==> config.mk <==
export PLATFORM = sky130hd
export DESIGN_NAME = multi_16bit
export DESIGN_NICKNAME = d
export VERILOG_FILES = /design/src/rtl/multi_16bit_pkg.sv /design/src/rtl/mult_shift_add_dp.sv /design/src/rtl/multi_16bit.sv
export SDC_FILE = /design/constraint.sdc
export NUM_CORES = 1
export LEC_CHECK = 0
export CORE_ASPECT_RATIO = 1.25
export CORE_MARGIN = 5
export CORE_UTILIZATION = 53
export CTS_BUF_LIST = sky130_fd_sc_hd__clkbuf_4 sky130_fd_sc_hd__clkbuf_8
export DETAILED_ROUTE_END_ITERATION = 8
export HOLD_SLACK_MARGIN = 0.15
export PLACE_DENSITY = 0.86
export SLEW_MARGIN = 20
export SYNTH_ARGS = -nofsm -noshare
export SYNTH_HDL_FRONTEND = slang
export SYNTH_SLANG_ARGS = --single-unit
==> constraint.sdc <==
create_clock -name clk -period 2.5 [get_ports clk]
set_input_delay 0.25 -clock clk [delete_from_list [all_inputs] [get_ports clk]]
set_output_delay 0.25 -clock clk [all_outputs]
set_load 0.02 [all_outputs]
==> src/rtl/multi_16bit_pkg.sv <==
// Shared constants and FSM state type for the sequential 16x16 shift-and-add multiplier.
package multi_16bit_pkg;

  localparam int unsigned WIDTH  = 16;
  localparam int unsigned PROD_W = 2 * WIDTH;
  localparam int unsigned CNT_W  = 5;

  typedef enum logic [1:0] {
    IDLE = 2'd0,
    BUSY = 2'd1,
    DONE = 2'd2
  } state_t;

endpackage

==> src/rtl/mult_shift_add_dp.sv <==
// Datapath: captured operands, accumulator and iteration counter; one multiplier bit per step.
module mult_shift_add_dp #(
  parameter int unsigned WIDTH = 16
) (
  input  logic               clk,
  input  logic               rst_n,
  input  logic               load,
  input  logic               step,
  input  logic [WIDTH-1:0]   ain,
  input  logic [WIDTH-1:0]   bin,
  output logic [2*WIDTH-1:0] acc,
  output logic               iter_done_c
);
  import multi_16bit_pkg::*;

  logic [2*WIDTH-1:0] mcand;
  logic [WIDTH-1:0]   mplier;
  logic [CNT_W-1:0]   cnt;

  assign iter_done_c = (cnt == CNT_W'(WIDTH));

  // Load clears everything and captures operands; each step consumes one multiplier bit.
  always_ff @(posedge clk or negedge rst_n) begin
    if (!rst_n) begin
      mcand  <= '0;
      mplier <= '0;
      acc    <= '0;
      cnt    <= '0;
    end else if (load) begin
      mcand  <= (2*WIDTH)'(ain);
      mplier <= bin;
      acc    <= '0;
      cnt    <= '0;
    end else if (step) begin
      if (mplier[0]) begin
        acc <= acc + mcand;
      end
      mcand  <= {mcand[2*WIDTH-2:0], 1'b0};
      mplier <= {1'b0, mplier[WIDTH-1:1]};
      cnt    <= cnt + CNT_W'(1);
    end
  end

endmodule

==> src/rtl/multi_16bit.sv <==
// Sequential unsigned multiplier: control FSM plus registered product and done flag.
module multi_16bit #(
  parameter int unsigned WIDTH = multi_16bit_pkg::WIDTH
) (
  input  logic               clk,
  input  logic               rst_n,
  input  logic               start,
  input  logic [WIDTH-1:0]   ain,
  input  logic [WIDTH-1:0]   bin,
  output logic [2*WIDTH-1:0] yout,
  output logic               done
);
  import multi_16bit_pkg::*;

  state_t             state;
  state_t             state_next;
  logic               load_c;
  logic               step_c;
  logic               finish_c;
  logic               iter_done_c;
  logic [2*WIDTH-1:0] acc;

  mult_shift_add_dp #(
    .WIDTH (WIDTH)
  ) u_dp (
    .clk         (clk),
    .rst_n       (rst_n),
    .load        (load_c),
    .step        (step_c),
    .ain         (ain),
    .bin         (bin),
    .acc         (acc),
    .iter_done_c (iter_done_c)
  );

  always_ff @(posedge clk or negedge rst_n) begin
    if (!rst_n) begin
      state <= IDLE;
    end else begin
      state <= state_next;
    end
  end

  always_comb begin
    state_next = state;
    case (state)
      IDLE:    if (start) state_next = BUSY;
      BUSY:    if (iter_done_c) state_next = DONE;
      DONE:    if (start) state_next = BUSY;
      default: state_next = IDLE;
    endcase
  end

  // Start is honoured only outside BUSY; the edge after the last iteration publishes the result.
  always_comb begin
    load_c   = 1'b0;
    step_c   = 1'b0;
    finish_c = 1'b0;
    case (state)
      IDLE:    load_c   = start;
      BUSY: begin
        step_c   = !iter_done_c;
        finish_c = iter_done_c;
      end
      DONE:    load_c   = start;
      default: load_c   = 1'b0;
    endcase
  end

  always_ff @(posedge clk or negedge rst_n) begin
    if (!rst_n) begin
      yout <= '0;
      done <= 1'b0;
    end else if (load_c) begin
      done <= 1'b0;
    end else if (finish_c) begin
      yout <= acc;
      done <= 1'b1;
    end
  end

endmodule

* Yosys cells after proc, flatten, opt, wreduce, memory -nomap -nowiden
Index checks and enable logic that the tools add are counted.
Operators by class: reductions and logical operators 9, equal/unequal tests 5, bitwise operators 1, multiplexer cells 17, add/subtract/negate cells 2
Operator list (count):
- 32-bit 2-to-1 mux | 5
- 32-bit adder | 1
- 16-bit 2-to-1 mux | 2
- 5-bit 2-to-1 mux | 2
- 2-bit AND reduction | 3
- 2-bit nonzero test | 3
- 5-bit by 1-bit adder with 5-bit output (second input constant) | 1
- 5-bit equality test (second input constant) | 1
- 1-bit 2-to-1 mux | 5
- 2-bit 2-to-1 mux | 2
- 2-bit case mux with 2 select lines | 1
- 2-bit by 1-bit equality test with 1-bit output (second input constant) | 1
- 2-bit equality test (second input constant) | 1
- 2-bit logical NOT | 1
- 2-bit by 1-bit inequality test with 1-bit output (second input constant) | 1
- 2-bit inequality test (second input constant) | 1
- 2-bit OR reduction | 1
- 1-bit logical NOT | 1
- 1-bit inverter | 1
Storage, ports and cells: output and inout bits 33, bits of input ports 35, logic and storage cells 41, register bits 120

* Depth between registers and ports, before layout
depth after elaboration 5, depth in mapped cells 10

* Modules after synthesis
Synthesis repeated with hierarchy kept, for this count alone.
Second synthesis, totals: cells, all modules 649, area total of the unflattened synthesis 6622.6 sq um
Modules (own cells, without submodules):
- mult_shift_add_dp | times used 1, cells an instance 569, area an instance 5173.7 sq um
- multi_16bit | times used 1, cells an instance 80, area an instance 1448.9 sq um

* Worst setup path after synthesis
No wires, ideal clock.
path type register to register, from register u_dp.acc[0], to register u_dp.acc[22], data arrival time 2.312 ns, required time 2.378 ns, slack 0.067 ns, stages on the path, launching flop included 10, path through dfrtp_1 ha_1 fa_1 a21o_1 a21boi_0 o21ai_0 nand4_1 a21oi_1 or3_1 a32o_1
Between the ends: longest elaborated chain between the ends 4
Ends and longest elaborated chain:
- start: declaration | line mult_shift_add_dp.sv:11 | output logic [2*WIDTH-1:0] acc,
- start signal: assignment | line mult_shift_add_dp.sv:36 | acc <= acc + mcand;
- 32-bit adder | line mult_shift_add_dp.sv:36
- 32-bit 2-to-1 mux | line mult_shift_add_dp.sv:35 | if (mplier[0]) begin
- 32-bit 2-to-1 mux | line mult_shift_add_dp.sv:34 | end else if (step) begin
- 32-bit 2-to-1 mux | line mult_shift_add_dp.sv:29 | end else if (load) begin
Every way passes these cells. The select of a mux whose other input is x is not followed. A chain may end at the register's enable or synchronous reset.

* Worst setup path after layout
from register u_dp.acc[6], to register u_dp.acc[29]
The elaborated chain is that of the path after synthesis.

==> impl_metrics.csv <==
group,metric,value,unit
sta,period_needed,2.462,ns
floorplanning,io_pins,68,
routing,drtIter0Drc,356,
global_route,overflow,0,
worst_setup_path,required,2.85,ns
sta,setup_tns,0,ns
yosys,avgSynthCellArea,9.442,sq um
routing,vias_per_cell,5.974,
yosys,synth_edf_count,0,
sta,max_slew_margin,0.5579,
worst_setup_path,worstSetupPathType,"reg -> reg",
sta,slew_viol_final,0,
yosys,async_flop_share,1.000,
worst_setup_path,worst_ep_arrival_time,2.81,ns
finish,multiInputGateArea,0.003501,sq mm
worst_setup_path,crit_chain,"ha_1 > a21oi_2 > o21ai_0 > a21oi_2 > o211ai_1 > buf_4 > o21a_1 > o21a_1 > o211ai_1",
sta,finClkSkew,0.01196,ns
sta,worstMarginPinSlew,0.6631,ns
yosys,synth-main-ff-cell,"dfrtp_1",
yosys,yosysTopAreaCell,"dfrtp_1",
yosys,synth_top_area_share,0.4596,
floorplanning,core_area,0.01211,sq mm
placement,gp_congestion,0.9681,
worst_setup_path,critPathMaxStageDelay,0.43,ns
worst_setup_path,critPathMaxFanout,6,
worst_setup_path,startpoint,"u_dp.acc[6]$_DFFE_PN0P_",
sta,clock.fmax,406.2,MHz
global_route,grt_pass1_vias,5986,
yosys,yosysMostFrequentCell,"nand2_1",
worst_setup_path,rr_worst_depth,9,
finish,n_fill_cell,892,
min_path,hold_path.class,"in -> async",
run_status,status,"complete, no violations",
placement,post-place-cells,927,
cts,cts_tree,"built",
yosys,yosysSeqAreaShare,0.4596,
finish,syn2layout_area_growth,27.82,%
yosys,synth_nets,761,
cts,clkTransAtPathRegs,0.08,ns
cts,cts_buffers,17,
pwr,leakage,3.881,nW
pwr,p_seq_frac,0.295,
global_route,grt_use_total,0.2466,
routing,drt_first_pass_iters,5,
finish,finalNonFillerCells,973,
floorplanning,die_x,109.3,um
yosys,synth-seq-cells,120,
pwr,peakVddDrop,0.6154,mV
yosys,synthDistinctLibCells,52,
worst_setup_path,r2r-end,"u_dp.acc[29]$_DFFE_PN0P_",
floorplanning,initial_core_util,0.5397,
placement,portBuffers,67,
sta,layout_worst_path_cycle_share,0.9848,
floorplanning,core.rowCount,45,
sta,rsz0062_at_grt,"yes",
routing,wl_per_cell,18.22,um
finish,drive_above_1_share,0.1990,
pwr,p_comb_frac,0.534,
cts,insertion_delay,0.45,ns
routing,wl,17.73,mm
worst_setup_path,crit-reg2reg-launch,"u_dp.acc[6]$_DFFE_PN0P_",
worst_setup_path,slowest_stage,"ha_1",
routing,num_vias,5813,
yosys,syn_area,0.006534,sq mm
yosys,yosysWarnings,0,
cts,clockRootBuffer,"clkbuf_8",
yosys,syn_inst,692,
finish,final_net_count,865,
global_route,antenna_found_initial,0,
pwr,p_total,11.47,mW
pwr,switchingPower,4.934,mW
sta,hold_viol,0,
cts,clock_path_buffers,2,
placement,postPlaceCellArea,0.007630,sq mm
placement,hpwlAfterDp,12.14,mm
sta,whs,0.3796,ns
routing,ant_nets,0,
yosys,ys_top_cells_by_area,"dfrtp_1 (46%), nand2_1 (8.1%), ha_1 (6.3%)",
worst_setup_path,cp-start-kind,"flop",
floorplanning,die-height,134.1,um
finish,antenna_cells,0,
worst_setup_path,reg2reg_slack,0.04,ns
finish,register_area,0.003003,sq mm
floorplanning,die_area,0.01466,sq mm
cts,cts.sinks,120,
cts,cts.htree.levels,4,
pwr,swShare,0.4301,
finish,post-route-cell-area,0.008352,sq mm
pwr,pwr-share-clk,0.171,
worst_setup_path,setup.worst_path.end_class,"flop",
global_route,grt_pass1_wl,28.59,mm
yosys,ys_top_cells_by_count,"nand2_1 (141), dfrtp_1 (120), a21oi_1 (51)",
sta,setup-violations-final,0,
pwr,cellPowerDensity,1374,mW/mm^2
routing,drcViolationCount,0,
job,drv_cap,0,
global_route,grt_max_degree,56,
pwr,p_int,6.538,mW
-- timing repair --
item	4_1_cts	5_1_grt
endpoints found under the setup margin	12	11
pin swaps	2	9
resized for setup	4	32
gates cloned	0	0
setup buffers	2	11
hold endpoints to repair	47	0
hold buffers	1	0
-- power by group through the flow --
| stage | sequential [mW] | clock, mW | combinational (mW) |
|---|---|---|---|
| finish | 3.38 | 1.96 | 6.13 |
| global route | 3.48 | 2.07 | 6.70 |
| CTS | 3.33 | 1.98 | 5.73 |
| detailed placement | 3.36 | 0 | 5.62 |
| global placement | 3.30 | 0 | 5.37 |
| floorplan | 3.38 | 0 | 3.65 |
-- kinds of logic after synthesis --
| family | share of synthesized area |
|---|---|
| flip-flops | 0.4596 |
| AND/OR/NAND/NOR | 0.1618 |
| adder cells (fa/ha/maj) | 0.06626 |
| AO/OA/AOI/OAI | 0.1821 |
| multiplexers | 0.06281 |
| buffers and inverters | 0.03255 |
| XOR/XNOR | 0.03485 |
-- how the worst max path moves through the flow --
stage                               end  slack (ns)  depth (start not counted)
2_1_floorplan  u_dp.acc[22]$_DFFE_PN0P_        0.07                          9
4_1_cts        u_dp.acc[31]$_DFFE_PN0P_        0.02                          8
6_report       u_dp.acc[29]$_DFFE_PN0P_        0.04                          9
3_5_place_dp   u_dp.acc[22]$_DFFE_PN0P_       -0.13                          9
5_1_grt        u_dp.acc[30]$_DFFE_PN0P_       -0.04                          9
3_3_place_gp   u_dp.acc[28]$_DFFE_PN0P_       -0.08                          9
-- cells in the final DEF (no fill, tap or decap), types with 4 or more instances in the layout --
cell type,instances
nor3_1,7
a21oi_1,43
clkdlybuf4s50_1,66
buf_4,56
xnor2_1,14
ha_4,7
o21a_1,7
mux2_2,32
and2_1,4
inv_1,10
a21oi_2,9
o211ai_1,9
nand3_1,29
a21o_1,17
dfrtp_1,120
ha_2,5
clkinvlp_4,4
nand2_1,141
bufinv_16,4
o21ai_0,36
ha_1,21
xor2_1,12
mux2i_1,5
o31ai_1,4
a22oi_1,31
clkbuf_8,19
nor2_1,22
a21boi_0,4
nand4_1,15
o21bai_1,4
-- per-stage QoR --
step	util	worst slack [ns]
final	0.6899	0.03790
after global routing	0.6899	-0.04193
after CTS	0.6699	0.02146
after detailed placement	0.6303	-0.1337
after global placement	0.6303	-0.07595
after floorplan	-	0.06672
-- layout make-up --
cell class	instances	area share
Clock inverter	12	0.02082
Clock buffer	20	0.03221
Timing Repair Buffer	127	0.1392
Inverter	10	0.004494
Tap cell	164	0.02457
Sequential cell	120	0.3596
Multi-Input combinational cell	520	0.4192
-- sequential cells by signal, indices dropped and copies added, names as in the netlist --
register	cells
u_dp.acc	32
u_dp.mcand	32
yout	32
u_dp.mplier	16
u_dp.cnt	5
state	2
done	1
-- layer usage --
metal | vias to the layer above | GRT usage | part of all wire
met4 | 0 | 0.1143 | 0.039
li1 | 2683 | - | -
met5 | - | 0 | 0
met2 | 228 | 0.4252 | 0.52
met3 | 78 | 0.04911 | 0.053
met1 | 2824 | 0.2928 | 0.39
-- critical path, delay by kind of cell, from the launching register on --
| kind | cells | cell delay [ns] |
|---|---|---|
| AOI/OAI and AO/OA | 7 | 1.35 |
| adders and majority gates | 1 | 0.43 |
| buffers and inverters | 1 | 0.18 |
| DFF | 1 | 0.41 |
(Power assumes the default switching activity.)
